$ cat src/rtl/apb_reg_slave_if.sv
`default_nettype none
// ============================================================================
//  Module      : apb_reg_slave_if
//  Description : APB bus bundle between a requester and the register slave.
//                Clock and reset travel as plain ports beside this interface.
//  Revision    : 1.0 - initial release
// ============================================================================
interface apb_reg_slave_if;
  logic        psel;
  logic        penable;
  logic        pwrite;
  logic [31:0] paddr;
  logic [31:0] pwdata;
  logic [3:0]  pstrb;
  logic [2:0]  pprot;
  logic [31:0] prdata;
  logic        pready;
  logic        pslverr;

  modport master (
    output psel, penable, pwrite, paddr, pwdata, pstrb, pprot,
    input  prdata, pready, pslverr
  );

  modport slave (
    input  psel, penable, pwrite, paddr, pwdata, pstrb, pprot,
    output prdata, pready, pslverr
  );
endinterface
`default_nettype wire

$ cat src/rtl/apb_reg_slave.sv
`default_nettype none
// ============================================================================
//  Module      : apb_reg_slave
//  Description : APB register slave with four RW registers, a read-only ID
//                register and a committed-write counter, programmable wait
//                states, slave error reporting and optional write protection.
//  Revision    : 1.0 - initial release
// ============================================================================
module apb_reg_slave #(
  parameter int unsigned WAIT_CYCLES = 0,
  parameter logic [31:0] ID_VALUE    = 32'h5245_4701
) (
  input  logic           pclk,
  input  logic           preset_n,
  input  logic           wprot_en,
  apb_reg_slave_if.slave apb
);

  // Wait counter is three bits wide; legal WAIT_CYCLES values are 0..7.
  localparam logic [2:0]  C_WAIT_INIT = 3'(WAIT_CYCLES);
  localparam logic [11:0] C_OFF_ID    = 12'h010;
  localparam logic [11:0] C_OFF_WCNT  = 12'h014;
  localparam logic [11:0] C_OFF_LAST  = 12'h014;

  typedef enum logic [0:0] {
    ST_IDLE   = 1'b0,
    ST_ACCESS = 1'b1
  } state_t;

  state_t           state_q, state_d;
  logic [2:0]       wait_q, wait_d;
  logic [3:0][31:0] regs_q, regs_d;
  logic [31:0]      wcnt_q, wcnt_d;

  logic [11:0] w_offset;
  logic        w_misaligned;
  logic        w_unmapped;
  logic        w_ro_write;
  logic        w_prot_fault;
  logic        w_err;
  logic        w_complete;
  logic [31:0] w_rd_value;
  logic        w_unused;

  // Only the low 12 address bits and the privilege bit of pprot are decoded.
  assign w_unused = ^{apb.paddr[31:12], apb.pprot[2:1]};

  // Address decode and error qualification, evaluated in the completing cycle.
  assign w_offset     = apb.paddr[11:0];
  assign w_misaligned = |w_offset[1:0];
  assign w_unmapped   = (w_offset > C_OFF_LAST);
  assign w_ro_write   = apb.pwrite && ((w_offset == C_OFF_ID) || (w_offset == C_OFF_WCNT));
  assign w_prot_fault = apb.pwrite && wprot_en && !apb.pprot[0];
  assign w_err        = w_misaligned || w_unmapped || w_ro_write || w_prot_fault;

  // A transfer completes once the wait budget is exhausted in the access phase.
  assign w_complete = (state_q == ST_ACCESS) && (wait_q == 3'd0) && apb.psel && apb.penable;

  // Read mux over the mapped word offsets; unmapped words are masked by w_err.
  always_comb begin
    w_rd_value = '0;
    case (w_offset[4:2])
      3'd0, 3'd1, 3'd2, 3'd3: w_rd_value = regs_q[w_offset[3:2]];
      3'd4:                   w_rd_value = ID_VALUE;
      3'd5:                   w_rd_value = wcnt_q;
      default:                w_rd_value = '0;
    endcase
  end

  // Response outputs are qualified by completion so they stay 0 outside it.
  assign apb.pready  = w_complete;
  assign apb.pslverr = w_complete && w_err;
  assign apb.prdata  = (w_complete && !apb.pwrite && !w_err) ? w_rd_value : 32'h0;

  // Next-state computation for the handshake FSM, wait counter and registers.
  always_comb begin
    state_d = state_q;
    wait_d  = wait_q;
    regs_d  = regs_q;
    wcnt_d  = wcnt_q;
    case (state_q)
      ST_IDLE: begin
        // penable without a preceding setup phase is ignored here.
        if (apb.psel && !apb.penable) begin
          state_d = ST_ACCESS;
          wait_d  = C_WAIT_INIT;
        end
      end
      ST_ACCESS: begin
        if (!apb.psel) begin
          // Abort: drop back with nothing committed.
          state_d = ST_IDLE;
          wait_d  = 3'd0;
        end else if (wait_q != 3'd0) begin
          wait_d = wait_q - 3'd1;
        end else if (apb.penable) begin
          state_d = ST_IDLE;
          if (apb.pwrite && !w_err) begin
            for (int i = 0; i < 4; i++) begin
              if (apb.pstrb[i]) begin
                regs_d[w_offset[3:2]][8*i +: 8] = apb.pwdata[8*i +: 8];
              end
            end
            // A zero strobe still counts as a committed write.
            wcnt_d = wcnt_q + 32'd1;
          end
        end
      end
      default: begin
        state_d = ST_IDLE;
        wait_d  = 3'd0;
      end
    endcase
  end

  // State and register flops with synchronous active-low reset.
  always_ff @(posedge pclk) begin
    if (!preset_n) begin
      state_q <= ST_IDLE;
      wait_q  <= 3'd0;
      regs_q  <= '0;
      wcnt_q  <= '0;
    end else begin
      state_q <= state_d;
      wait_q  <= wait_d;
      regs_q  <= regs_d;
      wcnt_q  <= wcnt_d;
    end
  end

endmodule
`default_nettype wire

$ cat src/flat_wrapper.sv
// flat-port wrapper written by rule: the top's interface ports become plain ports
module apb_reg_slave_flat 
#(
  parameter int unsigned WAIT_CYCLES = 0,
  parameter logic [31:0] ID_VALUE    = 32'h5245_4701
)
  (pclk, preset_n, wprot_en, apb_psel, apb_penable, apb_pwrite, apb_paddr, apb_pwdata, apb_pstrb, apb_pprot, apb_prdata, apb_pready, apb_pslverr);
  apb_reg_slave_if apb_i ();
  input  logic pclk;
  input  logic preset_n;
  input  logic wprot_en;
  input wire logic [$bits(apb_i.psel)-1:0] apb_psel;
  input wire logic [$bits(apb_i.penable)-1:0] apb_penable;
  input wire logic [$bits(apb_i.pwrite)-1:0] apb_pwrite;
  input wire logic [$bits(apb_i.paddr)-1:0] apb_paddr;
  input wire logic [$bits(apb_i.pwdata)-1:0] apb_pwdata;
  input wire logic [$bits(apb_i.pstrb)-1:0] apb_pstrb;
  input wire logic [$bits(apb_i.pprot)-1:0] apb_pprot;
  output wire logic [$bits(apb_i.prdata)-1:0] apb_prdata;
  output wire logic [$bits(apb_i.pready)-1:0] apb_pready;
  output wire logic [$bits(apb_i.pslverr)-1:0] apb_pslverr;
  assign apb_i.psel = apb_psel;
  assign apb_i.penable = apb_penable;
  assign apb_i.pwrite = apb_pwrite;
  assign apb_i.paddr = apb_paddr;
  assign apb_i.pwdata = apb_pwdata;
  assign apb_i.pstrb = apb_pstrb;
  assign apb_i.pprot = apb_pprot;
  assign apb_prdata = apb_i.prdata;
  assign apb_pready = apb_i.pready;
  assign apb_pslverr = apb_i.pslverr;
  apb_reg_slave #(.WAIT_CYCLES(WAIT_CYCLES), .ID_VALUE(ID_VALUE)) u_core (.pclk(pclk), .preset_n(preset_n), .wprot_en(wprot_en), .apb(apb_i));
endmodule
$ cat config.mk
export PLATFORM = sky130hd
export DESIGN_NAME = apb_reg_slave_flat
export DESIGN_NICKNAME = d
export VERILOG_FILES = /design/src/rtl/apb_reg_slave_if.sv /design/src/rtl/apb_reg_slave.sv /design/src/flat_wrapper.sv
export SDC_FILE = /design/constraint.sdc
export NUM_CORES = 1
export LEC_CHECK = 0
export ABC_AREA = 1
export BUFFER_PORTS_ARGS = -buffer_cell sky130_fd_sc_hd__buf_2
export CAP_MARGIN = 25
export CORE_ASPECT_RATIO = 1.2
export CORE_MARGIN = 3
export CORE_UTILIZATION = 29
export DETAILED_ROUTE_END_ITERATION = 10
export SKIP_CTS_REPAIR_TIMING = 1
export SYNTH_ARGS = -nofsm -noshare
export SYNTH_HDL_FRONTEND = slang
export SYNTH_SLANG_ARGS = --single-unit
$ cat constraint.sdc
create_clock -name pclk -period 1.9 [get_ports pclk]
set_clock_uncertainty 0.05 [all_clocks]
set_input_delay 0.19 -clock pclk [delete_from_list [all_inputs] [get_ports pclk]]
set_output_delay 0.19 -clock pclk [all_outputs]
set_load 0.01 [all_outputs]
==> key figures, run 1 <==
Run status
  • Status: finished with violations
  • Failing checks: hold timing, setup timing

Setup path
  • Largest stage delay on the critical path: 0.32 ns
  • Crit path top cell by count: ha_4
  • Slowest CP cell: dfxtp_1
  • R2R Path Start: u_core.wait_q[1]
  • Crit path arrival time: 2.09 ns
  • Crit start category: flop
  • CP Class: reg2out
  • Worst Path Max Fanout: 7
  • Kind of end point of the critical path: output port
  • Worst-path cell chain: inv_2, ha_4, ha_4, nand4_1, buf_4, inv_4, nand3_4, buf_12, clkbuf_16, nor2_4, buf_6
  • Worst Setup SP: u_core.wait_q[1]
  • Critical Path RT: 1.66 ns

Synthesis
  • Share of the yosys chip area belonging to registers: 43.07%
  • Ys Warns: 0
  • Area leader, netlist: dfxtp_1
  • Syn_area_per_cell: 6.775 um2
  • Post-synth net total: 1205
  • Synth top area cells: dfxtp_1, nor2_1, o21ai_0, nand2_1, a22oi_1
  • Post-synth top cells: nor2_1, dfxtp_1, o21ai_0
  • FFs w/ async S/R, synth: 0%
  • Synthesized area: 0.007622 mm2
  • Synth Instances: 1125
  • Post-synthesis register bit count: 164
  • Area share of the largest cell type after synthesis: 43.07%
  • EDFF count, synth: 0
  • Synth Flop Type: dfxtp_1
  • Count leader, synth: nor2_1
  • Library cells used by synthesis: 31

Place
  • Port bufs: 88
  • Placed Cells: 1541
  • Hpwl dp: 16800 um
  • GP Congestion: 0.8825
  • DP Worst Slack: -0.2641 ns
  • Area of placed instances: 0.008686 mm2

Clock network
  • Clock Latency Late Sink: 0.43 ns
  • Clk buf depth: 2
  • Total CTS buffers: 17
  • Clock root buffer: clkbuf_16
  • Clk sinks: 164
  • Worst-path clk slew: 0.07 ns
  • CTS tree: built
  • H-tree depth: 4

STA
  • Fin. Hold Viols: 13
  • RSZ-0062 raised after global routing: yes
  • Setup violators final: 191
  • Tmin final: 2.333 ns
  • Slew Limit Headroom: 60.98%
  • Max Slew Vio Count: 0
  • Hold Slack: -0.009555 ns
  • Fin Setup TNS: -44.63 ns
  • Post-route clock period utilization: 122.8%
  • Worst setup margin: -0.4330 ns
  • Highest Clock Rate: 428.6 MHz
  • Actual slew at the worst max-slew pin: 0.5831 ns

Power and ir drop
  • Sw power: 1.742 mW
  • Total power: 7.831 mW
  • Sequential share of power: 43.9%
  • Leakage: 3.942 nW
  • Gate power share: 5.6%
  • Pwr dens: 776.4 mW/mm2
  • Max VDD drop: 0.6373 mV
  • Sw frac: 22.25%
  • Clock power share: 50.5%
  • Int Power: 6.088 mW

Global route
  • Antenna violations before repair: 1
  • Total global routing overflow: 0
  • Vias in the first global route: 7244
  • First-pass GRT wire length: 37750 um
  • Maximum number of pins on one net before global-route repair: 85
  • Gr usage total: 16.57%

Floorplanning
  • Die area: 0.02827 mm2
  • I/O Pins: 111
  • Rows: 64
  • Die width: 154.0 um
  • Core area: 0.02570 mm2
  • Vert. Die Dim: 183.6 um
  • Initial core utilization: 29.65%

Route
  • Vias: 7796
  • DRT antenna net count: 0
  • Wire length on met3: 1591 um
  • DR DRC count: 0
  • Initial drt markers: 504
  • DRT met1 WL: 10610 um
  • DR pass1 iterations: 5
  • Met2 wire length: 11470 um
  • Routed length per instance: 15.17 um
  • Wirelength, routed: 24180 um
  • DR top layer: met5
  • Vias/cell: 4.891

Finish
  • Finished Cell Area: 0.01009 mm2
  • Area growth from synthesis to layout: 32.32%
  • Layout cell share with drive strength beyond 1: 20.81%
  • Core Util, Final: 39.24%
  • Number of diodes: 0
  • Layout fillers: 2678
  • Final Instance Count excl. Fillers: 1594
  • Nets: 1331

Hold path
  • Min-Delay Path Class: in2reg
  • Min-delay src: apb_pwdata[10]

Job
  • Max_cap viols: 0
-- area by class of cell --
cell class                      instances  area [um2]  area share, %
Inverter                               88       409.1          4.057
Sequential cell                       164        3284          32.56
Timing Repair Buffer                  149        1154          11.44
Multi-Input combinational cell        831        4155          41.20
Clock inverter                         12       224.0          2.221
Clock buffer                           20       446.7          4.429
Tap cell                              330       412.9          4.094
-- routing by layer --
metal	track usage, %	up-vias
met5	0	-
met4	5.830	2
met3	3.885	33
met2	26.96	243
met1	21.60	3544
li1	-	3974
-- critical path: cells and delay by family, from the launching register on --
| family | cells | cell delay, ns |
|---|---|---|
| buffers and inverters | 6 | 0.75 |
| flip-flops | 1 | 0.32 |
| AND/OR/NAND/NOR | 3 | 0.31 |
| adder cells (fa/ha/maj) | 2 | 0.27 |
-- power by group through the flow --
stage | clock network, mW | logic [mW] | registers, mW
finish | 3.96 | 0.435 | 3.44
global route | 4.17 | 0.479 | 3.44
CTS | 4.01 | 0.397 | 3.44
detailed placement | 0 | 0.396 | 3.52
global placement | 0 | 0.395 | 3.52
floorplan | 0 | 0.191 | 3.52
-- cell families after synthesis --
family | after synthesis | synth area share (%)
and+or+nand+nor | 566 | 30.38
AOI/OAI and AO/OA | 255 | 18.60
DFF | 164 | 43.07
buffers and inverters | 133 | 6.993
xor gates and xnor gates | 4 | 0.4597
adders and majority gates | 3 | 0.4925
-- state kept, by name, indices dropped and copies added, names as in the netlist --
name and cells:
u_core.regs_q 128, u_core.state_q 1, u_core.wait_q 3, u_core.wcnt_q 32
-- cell usage in the layout, fill, tap and decap left out, drive strengths merged, types with 3 or more instances in the layout --
master / Yosys / layout
nor2: 358 / 359
dfxtp: 164 / 164
buf: 6 / 147
o21ai: 146 / 146
nand2: 143 / 145
inv: 71 / 85
a22oi: 42 / 42
a21oi: 40 / 40
nand3: 32 / 32
nand4: 25 / 25
a31oi: 25 / 25
clkbuf: 39 / 21
clkinv: 17 / 8
bufinv: 0 / 6
nor4: 3 / 3
ha: 3 / 3
-- path summary, 6_finish.rpt --
check	to	slack (ns)	cells past startpoint
max	apb_prdata[25]	-0.43	11
min	u_core.regs_q[74]	-0.01	3
max reg2reg	u_core.regs_q[34]	-0.32	12
min reg2reg	u_core.wait_q[2]	0.42	2
No activity file was read; power rests on OpenSTA's default activity.
==> run 2, diff against run 1 <==
GPL_ROUTABILITY_DRIVEN = 0   (was default)
clock period = 2.5 ns   (was 1.9 ns; I/O delays follow)
==> key figures, run 2 (synthesis results as in run 1) <==
Run status
  • Status: finished clean

Setup path
  • Worst-path cell chain: inv_1, ha_1, ha_1, nand4_1, inv_1, nand3_1, buf_6, nor2_1, buf_2
  • Kind of end point of the critical path: output port
  • CP Class: reg2out
  • Crit path arrival time: 2.10 ns
  • Reg2Reg Depth: 12
  • Crit start category: flop
  • Worst Path Max Fanout: 17
  • Critical Path RT: 2.20 ns
  • Largest stage delay on the critical path: 0.30 ns
  • Slowest CP cell: dfxtp_1

Power and ir drop
  • Gate power share: 5.3%
  • Total power: 5.330 mW
  • Max VDD drop: 0.4328 mV
  • Sequential share of power: 49.0%
  • Int Power: 4.025 mW
  • Leakage: 3.421 nW
  • Clock power share: 45.6%
  • Sw frac: 24.49%
  • Sw power: 1.305 mW
  • Pwr dens: 589.2 mW/mm2

STA
  • Setup violators final: 0
  • Post-route clock period utilization: 95.84%
  • Worst setup margin: 0.1039 ns
  • Actual slew at the worst max-slew pin: 0.5818 ns
  • Slew Limit Headroom: 61.07%
  • Highest Clock Rate: 417.4 MHz
  • Fin Setup TNS: 0 ns
  • Tmin final: 2.396 ns
  • Fin. Hold Viols: 0
  • Max Slew Vio Count: 0
  • RSZ-0062 raised after global routing: yes

Finish
  • Largest Register: u_core.regs_q
  • Core Util, Final: 35.19%
  • Final Instance Count excl. Fillers: 1546
  • Area growth from synthesis to layout: 18.68%
  • Commonest cells after routing, fill and taps aside: nor2_1, dfxtp_1, o21ai_0, nand2_1, buf_2
  • Layout cell share with drive strength beyond 1: 13.83%
  • Most common cell after layout, fill and taps aside: nor2_1
  • Top Registers: u_core.regs_q (128), u_core.wcnt_q (32), u_core.wait_q (3)
  • Max reg flops: 128
  • Nets: 1282
  • Layout fillers: 2755

Place
  • Port bufs: 88
  • Placed Cells: 1512
  • DP Worst Slack: 0.1467 ns
  • Hpwl dp: 15820 um

Hold path
  • Worst hold path depth: 3
  • Min-Delay Path Class: in2reg

Route
  • Vias/cell: 4.841
  • Initial drt markers: 560
  • Vias: 7484
  • Routed length per instance: 14.81 um
  • DR DRC count: 0
  • DR pass1 iterations: 5
  • DRT antenna net count: 0
  • Wirelength, routed: 22900 um

Global route
  • Vias in the first global route: 6889
  • Maximum number of pins on one net before global-route repair: 118
  • Total global routing overflow: 0
  • Antenna violations before repair: 3
  • Gr usage total: 16.13%
  • First-pass GRT wire length: 36730 um

Clock network
  • Clock Latency Late Sink: 0.44 ns
  • Worst-path clk slew: 0.07 ns
  • H-tree depth: 4
  • Clk sinks: 164
  • Total CTS buffers: 17
  • CTS tree: built
  • Clk buf depth: 2
  • Clock root buffer: clkbuf_16

Floorplanning
  • Initial core utilization: 29.65%
  • Rows: 64
  • Core area: 0.02570 mm2
  • Die width: 154.0 um
  • Vert. Die Dim: 183.6 um
  • Die area: 0.02827 mm2
  • I/O Pins: 111

Job
  • Max_cap viols: 0
run 2: cell types whose count changed in the layout (fill, tap and decap cells not counted), sizes merged:
cell and change:
nand2 -2, diode +1, bufinv -6, clkinv +15
inv -12, dlygate4sd3 -1, buf -44, clkinvlp +2
nor2 -1
run 2: worst paths after layout:
check                   startpoint                 end  slack, ns
setup / recovery  u_core.wait_q[0]      apb_prdata[29]       0.10
hold / removal      apb_pwdata[13]   u_core.regs_q[45]       0.06
setup reg to reg  u_core.wait_q[0]  u_core.regs_q[101]       0.12
hold reg to reg   u_core.wait_q[2]    u_core.wait_q[2]       0.41
run 2: worst max-delay path, delay by kind of cell (launching register included):
family,cells,cell delay (ns)
buf+inv,4,0.55
flops,1,0.30
fa+ha+maj,2,0.32
simple gates,3,0.47
run 2: power by group through the flow:
stage	combinational [mW]	clock, mW	sequential [mW]
2_1_floorplan	0.145	0	2.67
3_3_place_gp	0.281	0	2.67
3_5_place_dp	0.284	0	2.67
4_1_cts	0.285	2.47	2.61
5_1_grt	0.319	2.58	2.61
6_report	0.285	2.43	2.61
run 2: area by class of cell:
| class | count | area [um2] | share of cell area [%] |
|---|---|---|---|
| multi-input cells | 828 | 3834 | 42.38 |
| repair buffers | 103 | 625.6 | 6.916 |
| diodes | 1 | 2.502 | 0.02766 |
| flip-flops and latches | 164 | 3283 | 36.29 |
| clock buffers | 21 | 460.4 | 5.090 |
| clock inverters | 11 | 77.57 | 0.8575 |
| inverters | 88 | 350.3 | 3.873 |
| well taps | 330 | 412.9 | 4.564 |
run 2: through the flow:
| stage | area (um2) | hold WS, ns |
|---|---|---|
| after global routing | 9046 | 0.05740 |
| after global placement | 8468 | 0.4035 |
| after CTS | 9006 | 0.04015 |
| final | 9046 | 0.05631 |
| after detailed placement | 8468 | 0.4105 |
| after floorplan | 7622 | 0.3667 |
run 2: routing by layer:
| layer | part of all wire (%) | GRT usage, % |
|---|---|---|
| met4 | 2.4 | 6.502 |
| met2 | 46 | 25.54 |
| met5 | 0.12 | 0 |
| met1 | 46 | 21.73 |
| met3 | 5.3 | 3.037 |
==> run 3, diff against run 2 <==
PLACE_DENSITY = 0.57   (was default)
clock period = 2.8 ns   (was 2.5 ns; I/O delays follow)
==> key figures, run 3 (synthesis results as in run 1) <==
Global route
  • Gr usage total: 16.14%
  • Antenna violations before repair: 0
  • First-pass GRT wire length: 36720 um
  • Maximum number of pins on one net before global-route repair: 78
  • Total global routing overflow: 0
  • Vias in the first global route: 6940

Clock network
  • Clock Latency Late Sink: 0.43 ns
  • Worst-path clk slew: 0.07 ns
  • Clock root buffer: clkbuf_16
  • H-tree depth: 4
  • Clk sinks: 164
  • Clk buf depth: 2
  • CTS tree: built
  • Total CTS buffers: 17

STA
  • Post-route clock period utilization: 90.42%
  • Hold Slack: 0.09202 ns
  • Fin Setup TNS: 0 ns
  • Actual slew at the worst max-slew pin: 0.5501 ns
  • Tmin final: 2.532 ns
  • Setup violators final: 0
  • Max Slew Vio Count: 0
  • Slew Limit Headroom: 63.19%
  • Fin. Hold Viols: 0
  • RSZ-0062 raised after global routing: no
  • Highest Clock Rate: 395.0 MHz

Setup path
  • Worst Path Max Fanout: 16
  • Slowest CP cell: dfxtp_1
  • Largest stage delay on the critical path: 0.30 ns
  • Worst-path cell chain: inv_1, ha_1, ha_1, nand4_1, inv_1, nand3_1, buf_4, a31oi_1, buf_2
  • Kind of end point of the critical path: output port
  • CP Class: reg2out
  • Top delay family on crit path: buffers and inverters
  • CP bufs+invs: 4
  • Crit start category: flop
  • Crit path arrival time: 2.20 ns
  • Critical Path RT: 2.47 ns

Power and ir drop
  • Pwr dens: 519.4 mW/mm2
  • Total power: 4.661 mW
  • Leakage: 3.412 nW
  • Max VDD drop: 0.2915 mV

Run status
  • Status: finished clean

Route
  • DRT antenna net count: 0
  • DRT met1 WL: 11110 um
  • DR pass1 iterations: 5
  • Wire length on met3: 950 um
  • Met2 wire length: 10260 um
  • Routed length per instance: 14.70 um
  • Vias: 7438
  • DR top layer: met4
  • Wirelength, routed: 22720 um
  • Initial drt markers: 502
  • Vias/cell: 4.814
  • DR DRC count: 0

Finish
  • Most common cell after layout, fill and taps aside: nor2_1
  • Layout cell share with drive strength beyond 1: 13.50%
  • Final Instance Count excl. Fillers: 1545
  • Core Util, Final: 34.92%
  • Max reg flops: 128
  • Top Registers: u_core.regs_q (128), u_core.wcnt_q (32), u_core.wait_q (3)
  • Number of diodes: 0
  • Commonest cells after routing, fill and taps aside: nor2_1, dfxtp_1, o21ai_0, nand2_1, buf_2
  • Layout fillers: 2802
  • Area growth from synthesis to layout: 17.74%
  • Largest Register: u_core.regs_q
  • Reg area: 0.003283 mm2
  • Nets: 1284
  • Area occupied by multi-input gates: 0.003811 mm2

Place
  • Hpwl dp: 16000 um
  • Placed Cells: 1515
  • Port bufs: 88

Floorplanning
  • I/O Pins: 111
  • Rows: 64
  • Die area: 0.02827 mm2
  • Core area: 0.02570 mm2
  • Die width: 154.0 um
  • Vert. Die Dim: 183.6 um
  • Initial core utilization: 29.65%

Hold path
  • Min-Delay Path Class: in2reg

Job
  • Max_cap viols: 0
-- run 3: changes by cell type in the layout (fill, tap and decap cells not counted), sizes merged --
cell / delta
clkbuf: -1
diode: -1
clkinvlp: -1
buf: +2
inv: -2
clkinv: +2
-- run 3: area by class of cell --
class                   count  share of cell area [%]
multi-input cells         828                   42.46
flip-flops and latches    164                   36.58
repair buffers            105                   6.775
clock buffers              20                   4.977
well taps                 330                   4.601
inverters                  88                   3.904
clock inverters            10                  0.6971
-- run 3: per-stage QoR --
step                      instance area (um2)  setup slack (ns)
after floorplan                          7622            0.9025
after global placement                   8466            0.4563
after detailed placement                 8466            0.4325
after CTS                                8975            0.2246
after global routing                     8975           0.03557
final                                    8975            0.2682
-- run 3: per-layer routing --
layer | vias to the layer above | track usage (%)
met5 | - | 0
met2 | 177 | 25.89
met4 | 0 | 5.018
met1 | 3375 | 22.39
met3 | 25 | 2.543
li1 | 3861 | -
-- run 3: worst paths after layout --
kind	slack [ns]	startpoint	to	cells past startpoint
worst min register to register	0.41	u_core.wait_q[2]	u_core.wait_q[2]	2
worst min-delay path	0.09	apb_pwdata[22]	u_core.regs_q[54]	3
worst max register to register	0.43	u_core.wait_q[0]	u_core.wcnt_q[18]	11
worst max-delay path	0.27	u_core.wait_q[0]	apb_prdata[9]	9
-- run 3: where the power goes --
part           switching [mW]  total [mW]  internal (mW)
clock network           0.937        2.07           1.14
logic                   0.176       0.253         0.0774
registers            0.000542        2.33           2.33
total                    1.11        4.66           3.55
-- run 3: worst min-delay path: stages --
cell	delay, ns
buf_2	0.10
o21ai_0	0.08
nor2_1	0.08
